**src/rtl/piso_shift_tx_pkg.sv**
```systemverilog
// Shared types and helpers for the parallel-in/serial-out transmitter.
package piso_shift_tx_pkg;

    // Transmit state: IDLE waits for a held word, SHIFT drives serial bits.
    typedef enum logic {
        IDLE  = 1'b0,
        SHIFT = 1'b1
    } tx_state_e;

    // Bit-index counter width for a given word width (at least one bit).
    function automatic int cnt_width(input int width);
        if (width <= 2) begin
            return 1;
        end
        return $clog2(width);
    endfunction

endpackage

```
**src/rtl/piso_hold_stage.sv**
```systemverilog
// One-entry holding buffer in front of the shifter. A load captures a word and
// sets the valid flag; a clear frees the slot once the shifter has taken it.
// The owner never asserts load and clear together: load is gated by ready,
// clear only happens while valid is set.
module piso_hold_stage #(
    parameter int WIDTH = 32
) (
    input  logic             clk,
    input  logic             rst_n,
    input  logic             load,
    input  logic             clear,
    input  logic [WIDTH-1:0] data_in,
    output logic [WIDTH-1:0] data,
    output logic             valid,
    output logic             ready
);

    // Capture on load, release on clear; reset empties the slot.
    always_ff @(posedge clk or negedge rst_n) begin
        if (!rst_n) begin
            valid <= 1'b0;
            data  <= '0;
        end else if (load) begin
            valid <= 1'b1;
            data  <= data_in;
        end else if (clear) begin
            valid <= 1'b0;
        end
    end

    // Ready is purely a function of occupancy, so no path from the serial side.
    assign ready = ~valid;

endmodule

```
**src/rtl/piso_shift_tx.sv**
```systemverilog
// Parallel-in/serial-out transmit register. Words enter through a one-entry
// hold stage and are shifted out one bit per serial handshake. When the hold
// stage is full at the last bit of a word, the next word is reloaded on the
// same edge so consecutive words stream without an idle bit.
module piso_shift_tx
    import piso_shift_tx_pkg::*;
#(
    parameter int WIDTH     = 32,
    parameter int LSB_FIRST = 0
) (
    input  logic             clk,
    input  logic             rst_n,
    input  logic             s_valid_i,
    output logic             s_ready_o,
    input  logic [WIDTH-1:0] s_data_i,
    output logic             ser_o,
    output logic             ser_valid_o,
    input  logic             ser_ready_i,
    output logic             busy_o,
    output logic             done_o
);

    localparam int             CW       = cnt_width(WIDTH);
    localparam logic [CW-1:0]  LAST_IDX = CW'(WIDTH - 1);

    if (WIDTH < 2 || WIDTH > 64) begin : g_width_check
        $error("piso_shift_tx: WIDTH must be in 2..64");
    end

    tx_state_e        state;
    tx_state_e        state_nxt;
    logic [WIDTH-1:0] shifter;
    logic [WIDTH-1:0] shifter_nxt;
    logic [WIDTH-1:0] shifted;
    logic [CW-1:0]    cnt;
    logic [CW-1:0]    cnt_nxt;
    logic             done_nxt;
    logic             hold_load;
    logic             hold_clear;
    logic [WIDTH-1:0] hold_data;
    logic             hold_valid;
    logic             hold_ready;
    logic             bit_taken;

    piso_hold_stage #(
        .WIDTH (WIDTH)
    ) u_hold (
        .clk     (clk),
        .rst_n   (rst_n),
        .load    (hold_load),
        .clear   (hold_clear),
        .data_in (s_data_i),
        .data    (hold_data),
        .valid   (hold_valid),
        .ready   (hold_ready)
    );

    assign s_ready_o = hold_ready;
    assign hold_load = s_valid_i & hold_ready;

    // Shift toward the transmitted end, filling with zero.
    always_comb begin
        shifted = '0;
        if (LSB_FIRST != 0) begin
            shifted = {1'b0, shifter[WIDTH-1:1]};
        end else begin
            shifted = {shifter[WIDTH-2:0], 1'b0};
        end
    end

    assign ser_valid_o = (state == SHIFT);
    assign bit_taken   = ser_valid_o & ser_ready_i;
    assign busy_o      = ser_valid_o | hold_valid;

    // Serial bit is forced low outside SHIFT so idle/reset read back as zero.
    always_comb begin
        ser_o = 1'b0;
        if (state == SHIFT) begin
            ser_o = (LSB_FIRST != 0) ? shifter[0] : shifter[WIDTH-1];
        end
    end

    // Next-state, shifter, counter and hold-release decisions.
    always_comb begin
        state_nxt   = state;
        shifter_nxt = shifter;
        cnt_nxt     = cnt;
        done_nxt    = 1'b0;
        hold_clear  = 1'b0;
        case (state)
            IDLE: begin
                if (hold_valid) begin
                    shifter_nxt = hold_data;
                    cnt_nxt     = '0;
                    hold_clear  = 1'b1;
                    state_nxt   = SHIFT;
                end
            end
            SHIFT: begin
                if (bit_taken) begin
                    if (cnt == LAST_IDX) begin
                        done_nxt = 1'b1;
                        cnt_nxt  = '0;
                        if (hold_valid) begin
                            shifter_nxt = hold_data;
                            hold_clear  = 1'b1;
                        end else begin
                            shifter_nxt = shifted;
                            state_nxt   = IDLE;
                        end
                    end else begin
                        shifter_nxt = shifted;
                        cnt_nxt     = cnt + CW'(1);
                    end
                end
            end
            default: begin
                state_nxt = IDLE;
            end
        endcase
    end

    // State, datapath and done-pulse registers.
    always_ff @(posedge clk or negedge rst_n) begin
        if (!rst_n) begin
            state   <= IDLE;
            shifter <= '0;
            cnt     <= '0;
            done_o  <= 1'b0;
        end else begin
            state   <= state_nxt;
            shifter <= shifter_nxt;
            cnt     <= cnt_nxt;
            done_o  <= done_nxt;
        end
    end

endmodule
```
**config.mk**
```make
export PLATFORM = sky130hd
export DESIGN_NAME = piso_shift_tx
export DESIGN_NICKNAME = d
export VERILOG_FILES = /design/src/rtl/piso_shift_tx_pkg.sv /design/src/rtl/piso_hold_stage.sv /design/src/rtl/piso_shift_tx.sv
export SDC_FILE = /design/constraint.sdc
export NUM_CORES = 1
export LEC_CHECK = 0
export ABC_AREA = 0
export CAP_MARGIN = 30
export CELL_PAD_IN_SITES_DETAIL_PLACEMENT = 1
export CELL_PAD_IN_SITES_GLOBAL_PLACEMENT = 1
export CORE_ASPECT_RATIO = 0.5
export CORE_MARGIN = 1
export CORE_UTILIZATION = 43
export DETAILED_ROUTE_END_ITERATION = 12
export PLACE_DENSITY_LB_ADDON = 0.12
export SYNTH_ARGS = -nofsm -noshare
export SYNTH_HDL_FRONTEND = slang
export SYNTH_SLANG_ARGS = --single-unit
```
**constraint.sdc**
```tcl
create_clock -name clk -period 2.21 [get_ports clk]
set_input_delay 0.221 -clock clk [delete_from_list [all_inputs] [get_ports clk]]
set_output_delay 0.221 -clock clk [all_outputs]
set_load 0.05 [all_outputs]
```
* Word-level counts from Yosys, hierarchy flattened *
Cells that the tools add are included.

storage, ports and cells
  bits in registers = 72
  bits in latches = 0
  memory bits (writable) = 0
  ROM bits = 0
  input bits = 36
  output and inout port bits = 5
  word-level logic and storage cells = 39
  memories kept = 0

cells by class
  $add $sub $neg = 1
  $mul = 0
  divide/modulo/power cells = 0
  $lt $le $gt $ge = 0
  eq/ne operators = 3
  shifts and indexed selects = 0
  multiplexer cells = 22
  bitwise logic cells = 5
  reduce and logical (&&, ||, !) cells = 2

operator list
  operator               count
  $mux W32               4
  $pmux W32 S2           1
  $mux W5                3
  $mux W1                11
  $pmux W5 S2            1
  $add A5 B1 Y5 const B  1
  $eq A5 B5 Y1 const B   1
  $ne A2 B1 Y1 const B   2
  $pmux W1 S2            2
  $and A1 B1 Y1          2
  $not A1 Y1             2
  $reduce_and A2 Y1      1
  $reduce_bool A2 Y1     1
  $or A1 B1 Y1           1

* Longest topological paths before layout *
  word-level depth = 6
  gate-level depth with buffers = 7

* Modules after synthesis *
From an unflattened synthesis, not the netlist that was laid out.

second synthesis, totals
  cell total of the unflattened synthesis = 286
  area total of the unflattened synthesis = 3274.4 µm²

modules (own cells, without submodules)
  module           instances  cells an instance  area an instance (µm²)  seq. area each (µm²)
  piso_shift_tx    1          215                1896.8                  975.9
  piso_hold_stage  1          71                 1377.6                  825.8

* Worst setup path after synthesis *
OpenSTA, ideal clock, no wires.

  path type = reg-to-reg
  from = register cnt[0]
  to = register shifter[10]
  library setup time = 82 ps
  data arrival time = 1561 ps
  path slack = 567 ps
  cell stages (with the launch flop) = 8
  path buffers = 1
  period minus slack after synthesis = 1643 ps
  path through = dfrtp_1 ha_1 and3_1 ha_1 a21boi_2 buf_2 nand2_1 a31oi_1

on the way
  cells in the longest elaborated chain, start to end = 4

ends and longest elaborated chain
  element                 RTL line              source
  from (decl)             piso_shift_tx.sv:35   logic [CW-1:0] cnt;
  from (signal assigned)  piso_shift_tx.sv:133  cnt <= cnt_nxt;
  $eq A5 B5 Y1            piso_shift_tx.sv:101  if (cnt == LAST_IDX) begin
  $mux W32                piso_shift_tx.sv:101
  $mux W32                piso_shift_tx.sv:100  if (bit_taken) begin
  $pmux W32 S2            piso_shift_tx.sv:90   case (state)
  to (signal assigned)    piso_shift_tx.sv:132  shifter <= shifter_nxt;
  to (decl)               piso_shift_tx.sv:32   logic [WIDTH-1:0] shifter;

No other way between the ends. The select of a mux whose other input is x is not followed.
A chain may end at the register's enable or synchronous reset.

* Worst setup path in the final report *
  from = register state, in the netlist ser_valid_o
  to = output ser_o

on the way
  cells in the longest elaborated chain, start to end = 1

ends and longest elaborated chain
  element                 RTL line              source
  from (decl)             piso_shift_tx.sv:30   tx_state_e state;
  from (signal assigned)  piso_shift_tx.sv:131  state <= state_nxt;
  $mux W1                 piso_shift_tx.sv:78   if (state == SHIFT) begin
  to (decl)               piso_shift_tx.sv:16   output logic ser_o,

No other way between the ends.

==> qor.txt <==
EDFF count, synth = 0
Avg WL per Cell = 15.5 um
Crit path max fanout = 15
Final setup violation count = 0
Die W = 122 um
Grt total ovfl = 0
Number of buffers added for setup after CTS = 0
Netlist cell types = 27
Flops & latches, synth = 72
Pwr dens = 1130 nW/um^2
Post-synthesis sequential area ratio = 57.8%
First DRT Iteration DRCs = 85
Mapped Cells = 282
Total of max-cap violations = 0
Die Footprint = 7610 um^2
Synth Net Count = 320
Antenna fix cells = 0
Worst-path clk slew = 0.05 ns
Pin count of the biggest net entering global routing = 73
Clk Latency, worst-skew pair = 0.34 ns
Minimum clock period = 2.02 ns
Root buffer cell = clkbuf_16
Most common cell after layout, fill and taps aside = dfrtp_1
Chip height = 62.2 um
CP required = 1.99 ns
First-pass GRT wire length = 11.2 mm
Peak supply drop = 0.464 mV
IO Pins = 41
Initial Util = 45.6%
Fraction of layout cells with a size suffix above 1 = 18.9%
Avg Cell Area, Syn = 11.0 um^2
Max Clock Skew = 0.00264 ns
Num CTS Buffers = 9
Slew @ Worst Pin = 0.495 ns
Clock buffer depth = 2
Synth warn = 0
Hold WC Path Type = in2async
Fmax achieved = 0.496 GHz
Fin nets = 357
Vias per inst = 5.22
Via Count = 2165
Status = finished clean
# DRC = 0
Slew Limit Fails = 0
Critical path launch point type = register
Syn Std Cell Area = 3120 um^2
RSZ-0062 raised after global routing = no
DP HPWL = 4.17 mm
Worst setup EP type = output pin
Antenna violations before repair = 0
Port buffer count = 40
Worst slack, placed = 0.115 ns
Routed Antenna Nets = 0
Critical Path AT = 1.80 ns
CTS tree = built
Vias in the first global route = 2345
Category of the most critical setup path = reg2out
Setup tns final = 0 ns
Total Routing Usage GR = 19.5%
Wirelength, routed = 6.44 mm
Most frequent cells in the layout = dfrtp_1 (71), nand2_1 (66), clkdlybuf4s50_1 (38)
Placer congestion estimate = 0.747
CTS sink count = 72
H-tree depth reported by CTS = 3
Rows = 21
Top_reg_cell synth = dfrtp_1
Slew headroom = 66.9%
Final WS setup = 0.192 ns
Post-synth ARST share = 100%
First-pass iteration count of the detailed router = 4
Core ar. = 6830 um^2
Leak Pwr = 1.69 nW
Period utilization = 91.3%
Area growth syn-to-layout = 24.3%
Final Hold Fails = 0
==> final cells by class <==
type / instances / area [um^2]
well taps: 92 / 115
flip-flops and latches: 72 / 1800
clock buffers: 11 / 243
fillers: 707 / 2960
multi-input cells: 188 / 1170
repair buffers: 46 / 490
inverters: 2 / 7.51
clock inverters: 4 / 45.0
==> cells in the mapped netlist (2+ instances only) <==
cell      n  area share, %
a31oi_1  31            6.2
nor2_1   32            3.9
buf_2    11            1.8
dfrtp_1  72             58
ha_1      2           0.80
a22o_1    3           0.84
and3_1    3           0.60
nor3b_1   2           0.48
mux2_2   34             12
buf_6     8            2.9
inv_1     2           0.24
mux2i_1   2           0.64
nand2_1  66            8.0
==> critical path, stage by stage (launching register included) <==
cell	delay, ns
dfrtp_2	0.50
and2_1	0.17
clkdlybuf4s50_1	0.79
==> where the power goes <==
group | switching [mW] | internal, mW
Sequential | 0.289 | 1.78
Clock | 0.528 | 0.891
Combinational | 0.353 | 0.533
==> sequential cells by signal (all words and copies together) (netlist names) <==
| register | flops |
|---|---|
| u_hold.data | 32 |
| ser_valid_o | 1 |
| cnt | 5 |
| done_o | 1 |
| u_hold.valid | 1 |
| shifter | 32 |
==> per-stage QoR <==
stage / power, mW / hold slack, ns / instance area [um^2] / utilization, % / instances
3_3_place_gp: 2.92 / 0.279 / 3570 / 52.2 / 399
6_report: 4.38 / 0.437 / 3870 / 56.7 / 415
2_1_floorplan: 2.69 / -0.0746 / 3120 / - / 282
5_1_grt: 4.65 / 0.479 / 3870 / 56.7 / 415
4_1_cts: 4.45 / 0.458 / 3860 / 56.6 / 415
3_5_place_dp: 3.00 / 0.282 / 3570 / 52.2 / 399
==> cells by family (layout without fill, tap and decap cells) <==
kind of cell / after synthesis / after routing / share of synthesized area, %
and+or+nand+nor: 108 / 108 / 13.9
adders and majority gates: 2 / 2 / 0.803
DFF: 72 / 72 / 57.8
buffers and inverters: 22 / 63 / 5.14
muxes: 37 / 37 / 13.4
AOI/OAI and AO/OA: 41 / 41 / 8.88
==> worst paths after layout <==
check | startpoint | to | slack, ns | cells past startpoint
hold / removal | rst_n | u_hold.data[25]$_DFFE_PN0P_ | 0.44 | 3
setup / recovery | ser_valid_o$_DFF_PN0_ | ser_o | 0.19 | 2
min in group clk | s_data_i[26] | u_hold.data[26]$_DFFE_PN0P_ | 0.49 | 2
hold reg to reg | cnt[3]$_DFFE_PN0P_ | cnt[3]$_DFFE_PN0P_ | 0.50 | 1
max in group asynchronous | rst_n | shifter[7]$_DFFE_PN0P_ | 1.45 | 3
setup reg to reg | cnt[1]$_DFFE_PN0P_ | shifter[20]$_DFFE_PN0P_ | 0.30 | 6
==> metal layers <==
metal | up-vias | global-route usage, % | routed length, um
met1 | 1086 | 24.5 | 3040
met2 | 35 | 30.3 | 3000
met5 | - | 0 | 0
li1 | 1033 | - | -
met4 | 0 | 7.93 | 114
met3 | 11 | 7.08 | 287
==> timing repair <==
item	4_1_cts	5_1_grt
hold buffers	1	0
setup endpoints to repair	0	32
endpoints found under the hold margin	72	0
gates resized for setup	0	2
No activity file was read; power rests on OpenSTA's default activity.
